### config.mk
export PLATFORM = sky130hd
export DESIGN_NAME = mvprod_engine
export DESIGN_NICKNAME = d
export VERILOG_FILES = /design/src/rtl/mvprod_pkg.sv /design/src/rtl/mvprod_engine_dot_chunk.sv /design/src/rtl/mvprod_engine.sv
export SDC_FILE = /design/constraint.sdc
export NUM_CORES = 1
export LEC_CHECK = 0
export ABC_AREA = 1
export CELL_PAD_IN_SITES_DETAIL_PLACEMENT = 0
export CELL_PAD_IN_SITES_GLOBAL_PLACEMENT = 1
export CORE_MARGIN = 2
export CORE_UTILIZATION = 50
export DETAILED_ROUTE_END_ITERATION = 8
export GPL_TIMING_DRIVEN = 0
export HOLD_SLACK_MARGIN = 0.08
export PLACE_DENSITY_LB_ADDON = 0.1
export REMOVE_ABC_BUFFERS = 1
export SLEW_MARGIN = 20
export SYNTH_ARGS = -nofsm -noshare
export SYNTH_HDL_FRONTEND = slang
export SYNTH_SLANG_ARGS = --single-unit
### constraint.sdc
create_clock -name clk_in -period 12.5 [get_ports clk_in]
set_input_delay 2.5 -clock clk_in [delete_from_list [all_inputs] [get_ports clk_in]]
set_output_delay 2.5 -clock clk_in [all_outputs]
set_load 0.05 [all_outputs]
### src/rtl/mvprod_pkg.sv
// Shared state type and arithmetic helpers for the matrix-vector product engine.
package mvprod_pkg;

    typedef enum logic [1:0] {
        IDLE,
        RUN,
        DRAIN,
        DONE
    } mvprod_state_t;

    localparam int SatWidth = 64;

    function automatic int acc_bits(input int nbits, input int len);
        return 2 * nbits + $clog2(len);
    endfunction

    // Arithmetic (floor) shift, then clamp to the signed range of nbits.
    function automatic logic signed [SatWidth-1:0] sat_shift(
        input logic signed [SatWidth-1:0] acc,
        input int                         shift,
        input int                         nbits
    );
        logic signed [SatWidth-1:0] shifted;
        logic signed [SatWidth-1:0] max_val;
        logic signed [SatWidth-1:0] min_val;
        shifted = acc >>> shift;
        max_val = (64'sd1 <<< (nbits - 1)) - 64'sd1;
        min_val = -max_val - 64'sd1;
        if (shifted > max_val)
            return max_val;
        else if (shifted < min_val)
            return min_val;
        else
            return shifted;
    endfunction

endpackage

### src/rtl/mvprod_engine_dot_chunk.sv
// Registered WorkingRegs-wide signed multiply and adder tree, one cycle of latency.
module dot_chunk #(
    parameter int WorkingRegs = 4,
    parameter int NBits       = 8,
    parameter int AccBits     = 18
) (
    input  logic                                 clk_in,
    input  logic                                 rst_in,
    input  logic signed [WorkingRegs-1:0][NBits-1:0] vec_a,
    input  logic signed [WorkingRegs-1:0][NBits-1:0] vec_b,
    output logic signed [AccBits-1:0]            sum
);

    logic signed [AccBits-1:0] sum_c;

    // Operands are sign-extended to the full accumulator width before multiplying.
    always_comb begin
        sum_c = '0;
        for (int i = 0; i < WorkingRegs; i++)
            sum_c = sum_c + AccBits'($signed(vec_a[i])) * AccBits'($signed(vec_b[i]));
    end

    always_ff @(posedge clk_in) begin
        if (rst_in)
            sum <= '0;
        else
            sum <= sum_c;
    end

endmodule

### src/rtl/mvprod_engine.sv
// Matrix-vector product engine: re-reads one staged vector per output row and emits saturated dot products.
module mvprod_engine
    import mvprod_pkg::*;
#(
    parameter int InVecLength  = 16,
    parameter int OutVecLength = 8,
    parameter int WorkingRegs  = 4,
    parameter int NBits        = 8,
    parameter int Shift        = 0
) (
    input  logic                                             clk_in,
    input  logic                                             rst_in,
    input  logic                                             vec_ready,
    input  logic signed [WorkingRegs-1:0][NBits-1:0]         vec_in,
    output logic                                             rd_en,
    output logic                                             wrap_rd,
    output logic [$clog2(OutVecLength*InVecLength/WorkingRegs)-1:0] wt_addr,
    input  logic signed [WorkingRegs-1:0][NBits-1:0]         wt_data,
    output logic                                             wr_en,
    output logic signed [NBits-1:0]                          wr_data,
    output logic                                             busy,
    output logic                                             vec_done
);

    localparam int Chunks    = InVecLength / WorkingRegs;
    localparam int AccBits   = acc_bits(NBits, InVecLength);
    localparam int AddrBits  = $clog2(OutVecLength * InVecLength / WorkingRegs);
    localparam int RowBits   = (OutVecLength > 1) ? $clog2(OutVecLength) : 1;
    localparam int ChunkBits = (Chunks > 1) ? $clog2(Chunks) : 1;
    localparam logic [RowBits-1:0]   LastRow   = RowBits'(OutVecLength - 1);
    localparam logic [ChunkBits-1:0] LastChunk = ChunkBits'(Chunks - 1);
    localparam logic EntryRd = (Chunks > 1) || (OutVecLength == 1);

    mvprod_state_t state;
    logic [RowBits-1:0]   row;
    logic [ChunkBits-1:0] chunk;
    logic [1:0]           drain_cnt;
    logic [RowBits-1:0]   nxt_row;
    logic [ChunkBits-1:0] nxt_chunk;
    logic                 nxt_rd;
    logic                 final_issue;

    logic signed [WorkingRegs-1:0][NBits-1:0] chunk_reg;
    logic signed [AccBits-1:0] dot_sum;
    logic signed [AccBits-1:0] acc;
    logic signed [AccBits-1:0] acc_sum;
    logic s1_valid, s1_first, s1_last;
    logic s2_valid, s2_first, s2_last;

    // Position of the next issue; pointer controls are registered one step ahead.
    always_comb begin
        nxt_chunk   = (chunk == LastChunk) ? '0 : chunk + ChunkBits'(1);
        nxt_row     = (chunk == LastChunk) ? row + RowBits'(1) : row;
        final_issue = (chunk == LastChunk) && (row == LastRow);
        nxt_rd      = (nxt_chunk != LastChunk) || (nxt_row == LastRow);
    end

    always_ff @(posedge clk_in) begin
        if (rst_in) begin
            state     <= IDLE;
            row       <= '0;
            chunk     <= '0;
            drain_cnt <= '0;
            wt_addr   <= '0;
            rd_en     <= 1'b0;
            wrap_rd   <= 1'b0;
            busy      <= 1'b0;
            vec_done  <= 1'b0;
        end else begin
            case (state)
                IDLE: begin
                    if (vec_ready) begin
                        state   <= RUN;
                        busy    <= 1'b1;
                        row     <= '0;
                        chunk   <= '0;
                        wt_addr <= '0;
                        rd_en   <= EntryRd;
                        wrap_rd <= !EntryRd;
                    end
                end
                RUN: begin
                    if (final_issue) begin
                        state     <= DRAIN;
                        drain_cnt <= '0;
                        wt_addr   <= '0;
                        rd_en     <= 1'b0;
                        wrap_rd   <= 1'b0;
                    end else begin
                        row     <= nxt_row;
                        chunk   <= nxt_chunk;
                        wt_addr <= wt_addr + AddrBits'(1);
                        rd_en   <= nxt_rd;
                        wrap_rd <= !nxt_rd;
                    end
                end
                DRAIN: begin
                    if (drain_cnt == 2'd2) begin
                        state    <= DONE;
                        vec_done <= 1'b1;
                    end else begin
                        drain_cnt <= drain_cnt + 2'd1;
                    end
                end
                DONE: begin
                    state    <= IDLE;
                    vec_done <= 1'b0;
                    busy     <= 1'b0;
                end
                default: state <= IDLE;
            endcase
        end
    end

    dot_chunk #(
        .WorkingRegs(WorkingRegs),
        .NBits      (NBits),
        .AccBits    (AccBits)
    ) u_dot (
        .clk_in(clk_in),
        .rst_in(rst_in),
        .vec_a (chunk_reg),
        .vec_b (wt_data),
        .sum   (dot_sum)
    );

    assign acc_sum = s2_first ? dot_sum : acc + dot_sum;

    // Issue flags travel alongside the chunk so the accumulator knows when a row starts and ends.
    always_ff @(posedge clk_in) begin
        if (rst_in) begin
            chunk_reg <= '0;
            s1_valid  <= 1'b0;
            s1_first  <= 1'b0;
            s1_last   <= 1'b0;
            s2_valid  <= 1'b0;
            s2_first  <= 1'b0;
            s2_last   <= 1'b0;
            acc       <= '0;
            wr_en     <= 1'b0;
            wr_data   <= '0;
        end else begin
            if (state == RUN)
                chunk_reg <= vec_in;
            s1_valid <= (state == RUN);
            s1_first <= (chunk == '0);
            s1_last  <= (chunk == LastChunk);
            s2_valid <= s1_valid;
            s2_first <= s1_first;
            s2_last  <= s1_last;
            if (s2_valid)
                acc <= acc_sum;
            wr_en <= s2_valid && s2_last;
            if (s2_valid && s2_last)
                wr_data <= NBits'(sat_shift(SatWidth'(acc_sum), Shift, NBits));
        end
    end

endmodule

* Word level (Yosys, flattened, before mapping)
Cells that the tools add are included.
** Cells by class
- Add/subtract/negate cells :: 8
- $mul :: 4
- $lt $le $gt $ge :: 2
- Eq/ne operators :: 13
- Mux-type cells :: 30
- Reductions and logical operators :: 16
** Operator list (count)
- $add 20x20->20 :: 4
- $mul 8x8->16 :: 4
- $gt 20x8->1 const B :: 1
- $lt 20x8->1 const B :: 1
- $mux 20 :: 1
- $mux 2 :: 8
- $mux 8 :: 2
- $ne 2x2->1 const B :: 6
- $mux 5 :: 2
- $pmux 5 s2 :: 1
- $mux 3 :: 3
- $reduce_and 3->1 :: 3
- $eq 2x2->1 const B :: 4
- $pmux 1 s2 :: 4
- $pmux 2 s2 :: 2
- $pmux 2 s4 :: 1
- $reduce_bool 2->1 :: 4
- $eq 3x3->1 const B :: 2
- $pmux 3 s2 :: 1
- $reduce_and 2->1 :: 3
- $add 5x1->5 const B :: 1
- $mux 1 :: 5
- $add 2x1->2 const B :: 2
- $logic_not 2->1 :: 2
- other kinds (5) :: 6
** Word-level totals
- Register bits :: 105
- Bits of input ports :: 67
- Output and inout port bits :: 18
- Logic and storage cells :: 96

* Logic depth before layout (Yosys ltp)
- Depth in word-level cells :: 7
- Depth in mapped cells :: 36
- Depth with buffers taken out :: 35

* Hierarchy
A second synthesis with hierarchy kept.
** Unflattened totals
- Cells, all modules :: 2203
- Area, all modules :: 17138.9 sq um
** By module, submodules not included
- dot_chunk :: instances 1, cells an instance 1466, area an instance 12190.4 sq um, sequential area each 380.4 sq um
- mvprod_engine :: instances 1, cells an instance 737, area an instance 4948.5 sq um, sequential area each 1701.6 sq um

* Worst setup path before layout
No wires, ideal clock.
- Path type :: input to register
- Start point :: input port wt_data[26] (netlist bit)
- End point :: register u_dot.sum[17]
- Library setup time :: 0.120 ns
- Arrival :: 8.466 ns
- Data required time :: 12.380 ns
- Setup slack :: 3.913 ns
- Stages :: 32
- Path buffers :: 1
- Cell sequence :: clkbuf_1 nand2_1 inv_1 fa_1 inv_1 fa_1 inv_1 fa_1 inv_1 fa_1 inv_1 ha_1 a21oi_1 nand2_1 a21o_1 a21oi_1 o21ai_0 a21oi_1 nor2_1 nor2_1 xor2_1 fa_1 inv_1 fa_1 inv_1 ha_1 a21oi_1 nor2_1 a211oi_1 nand2_1 o21ai_0 a21oi_1
** On the way
- Word-level cells in the longest chain between the ends :: 2
** Ends and longest elaborated chain
- from (decl) :: RTL line mvprod_engine.sv:18 : input logic signed [WorkingRegs-1:0][NBits-1:0] wt_data,
- $mul 8x8->16 :: RTL line mvprod_engine_dot_chunk.sv:20 : sum_c = sum_c + AccBits'($signed(vec_a[i])) * AccBits'($signed(vec_b[i]));
- $add 20x20->20 :: RTL line mvprod_engine_dot_chunk.sv:20
- to (signal assigned) :: RTL line mvprod_engine_dot_chunk.sv:27 : sum <= sum_c;
- to (decl) :: RTL line mvprod_engine_dot_chunk.sv:11 : output logic signed [AccBits-1:0] sum
No other way between the ends.
A chain may end at the register's enable or synchronous reset.

* Final worst setup path
- Start point :: input port wt_data[18] (netlist bit)
- End point :: register u_dot.sum[17]
** On the way
- Word-level cells in the longest chain between the ends :: 3
** Ends and longest elaborated chain (RTL line)
- $mul 8x8->16 :: mvprod_engine_dot_chunk.sv:20
- $add 20x20->20 (2 in a row) :: mvprod_engine_dot_chunk.sv:20
No other way between the ends.

==> impl_metrics.csv <==
group,metric,value,unit
yosys,synth_top_cell_area_share,0.2998,
floorplan,core,33450,sq um
floorplan,num_rows,67,
global_routing,first_global_vias,13725,
routing,wirelength,37470,um
clock_tree,clk_pin_slew,0.09,ns
clock_tree,cts_tree,"yes",
floorplan,dieArea,35410,sq um
setup_path,crit_buf_inv,6,
yosys,synth.distinct_cells,47,
timing,finalHoldViolCount,0,
yosys,synthFlopType,"dfxtp_1",
setup_path,critPathMaxStageDelay,0.69,ns
setup_path,slowest_stage,"clkdlybuf4s50_1",
setup_path,arrival,9.60,ns
yosys,ys_top_cells_by_area,"fa_1 (30%), inv_1 (14%), dfxtp_1 (12%)",
clock_tree,cts_max_level,3,
timing,max_freq,107.2,MHz
placed_design,place_congestion,0.8794,
final_layout,final_util,0.5512,
timing,fin_crit_sh,0.7461,
clock_tree,cts_resized,0,
timing,relSlewSlack,0.3197,
run,max_cap_viol_count,0,
timing,holdWs,0.3975,ns
min_path,min_from,"s1_valid",
yosys,synth_async_sr_flop_share,0,
setup_path,crit_family,"adder cells",
global_routing,grt_max_degree,72,
yosys,synth-edff-count,0,
clock_tree,clk_path_buf_depth,2,
floorplan,io-pin-count,85,
status,status,"complete, no violations",
yosys,yosys.area.top_type,"fa_1",
global_routing,grt_pass1_wl,65270,um
placed_design,dp.cells,2752,
final_layout,largest_reg_flops,34,
routing,routedWlPerCell,13.54,um
setup_path,endpoint_kind,"flip-flop",
setup_path,r2r_end,"u_dot.sum[17]",
setup_path,cpMostUsedCell,"fa_1",
yosys,synth_seq_area_share,0.1239,
yosys,ys.warnings.count,0,
clock_tree,cts-buffers-inserted,9,
setup_path,critPathRequiredTime,12.78,ns
yosys,syn-cell-area,16960,sq um
timing,fin_tns_setup,0,ns
timing,tightest_slew,1.014,ns
setup_path,r2r.worst_path.cells,27,
timing,clock_skew,0.02317,ns
min_path,holdPathStages,2,
floorplan,initial_core_util,0.5071,
yosys,syn_area_per_cell,7.371,sq um
final_layout,antenna_cells,0,
timing,setup_viol,0,
clock_tree,clk_latency,0.40,ns
setup_path,worst-setup-path-type,"in2reg",
yosys,netlist_instances,2301,
timing,fin_crit,9.326,ns
routing,first_iter_violations,727,
final_layout,regArea,2103,sq um
setup_path,worst-path-stages,28,
final_layout,drive_above_1_share,0.03664,
clock_tree,cts_root_buf,"clkbuf_16",
floorplan,fp.dieH,188.2,um
global_routing,grt_overflow,0,
routing,remaining_drc_errors,0,
global_routing,grt_use_total,0.2275,
routing,routed-via-count,13342,
min_path,hold_path.class,"reg2reg",
final_layout,multi_input_area,12120,sq um
timing,drv_slew,0,
timing,rsz0062_at_grt,"false",
routing,ant_nets,0,
floorplan,die_x,188.2,um
min_path,hold_end,"s2_valid",
setup_path,timing.rr.start,"chunk_reg[23]",
routing,post_drt_via_cell_ratio,4.820,
setup_path,startpoint_type,"input pin",
final_layout,fillers,3282,
final_layout,fin_nets,2800,
routing,dr.pass1.iters,5,
clock_tree,cts_sinks,105,
placed_design,port_buffers,84,
clock_tree,hold_buffers,0,
final_layout,final_cells,2768,
yosys,synth_seq_cells,105,
final_layout,area_delta_synth_final,8.697,%
setup_path,rrSetupSlack,5.52,ns
global_routing,antenna_found_initial,0,
clock_tree,post_cts_buffers,0,
placed_design,dp.final_hpwl,31110,um
setup_path,critPathMaxFanout,8,
==> tightest hold or removal path, delay by kind of cell, from the launching register on <==
family | cells | cell delay, ns
buffers and inverters | 1 | 0.04
DFF | 1 | 0.30
and+or+nand+nor | 1 | 0.03
==> metrics by stage <==
step	instance area [sq um]	setup slack (ns)
after floorplan	16640	4.002
after global placement	18040	2.783
after detailed placement	18130	2.779
after CTS	18440	3.191
after global routing	18440	2.772
final	18440	3.174
==> cell usage after synthesis (all sizes together), types with 3 or more instances <==
| cell | n |
|---|---|
| inv | 643 |
| nand2 | 466 |
| fa | 254 |
| ha | 164 |
| nor2 | 160 |
| a21oi | 116 |
| dfxtp | 105 |
| o21ai | 102 |
| clkbuf | 82 |
| nand3 | 60 |
| xor2 | 39 |
| xnor2 | 32 |
| or2 | 25 |
| nand4 | 8 |
| a211oi | 5 |
| nor3 | 5 |
| o211ai | 5 |
| a21o | 4 |
| a31oi | 3 |
| buf | 3 |
==> how the worst max path moves through the flow <==
stage,end,start,slack [ns]
6_report,u_dot.sum[17],wt_data[18],3.17
4_1_cts,u_dot.sum[17],wt_data[18],3.19
3_5_place_dp,u_dot.sum[17],wt_data[26],2.78
2_1_floorplan,u_dot.sum[17],wt_data[31],4.00
5_1_grt,u_dot.sum[17],wt_data[18],2.77
3_3_place_gp,u_dot.sum[16],wt_data[18],2.78
==> layout make-up <==
type,instances,area share
inverter,645,0.1315
timing repair buffer,88,0.05008
sequential,105,0.1141
multi-input combinational,1466,0.6573
clock inverter,7,0.004343
tap,448,0.03040
clock buffer,9,0.01222
==> per-layer routing <==
layer | global-route usage | vias up | wire length [um]
met2 | 0.3923 | 201 | 18130
met1 | 0.3024 | 6346 | 17350
li1 | - | 6762 | -
met4 | 0.06057 | 0 | 809
met3 | 0.02868 | 33 | 1183
met5 | 0 | - | 0
==> cell usage in the layout (no fill, tap or decap), drive strengths merged, types with 2 or more instances in the layout <==
cell type      netlist  final
o21ai              102    102
nor3                 5      5
o211ai               5      5
nand4                8      8
dfxtp              105    105
or2                 25     25
nand3               60     60
a21o                 4      4
and2                 2      2
nand2              466    466
a31oi                3      3
o21bai               2      2
xor2                39     39
nor2               160    160
inv                643    645
o31ai                2      2
o21a                 2      2
fa                 254    254
a21oi              116    116
clkinv               2      6
buf                  3      5
ha                 164    164
a211oi               5      5
clkbuf              82      9
clkdlybuf4s50        0     83
xnor2               32     32
==> cells by family (layout without fill, tap and decap cells) <==
| family | count (synthesis) | count (layout) | synth area share |
|---|---|---|---|
| and+or+nand+nor | 731 | 731 | 0.1768 |
| xor gates and xnor gates | 71 | 71 | 0.03711 |
| buffers and inverters | 730 | 749 | 0.1617 |
| AOI/OAI and AO/OA | 246 | 246 | 0.07967 |
| DFF | 105 | 105 | 0.1239 |
| adders and majority gates | 418 | 418 | 0.4208 |
Power is not shown: default switching activity piles up to over one toggle a cycle in this logic, so the estimate is an artifact.
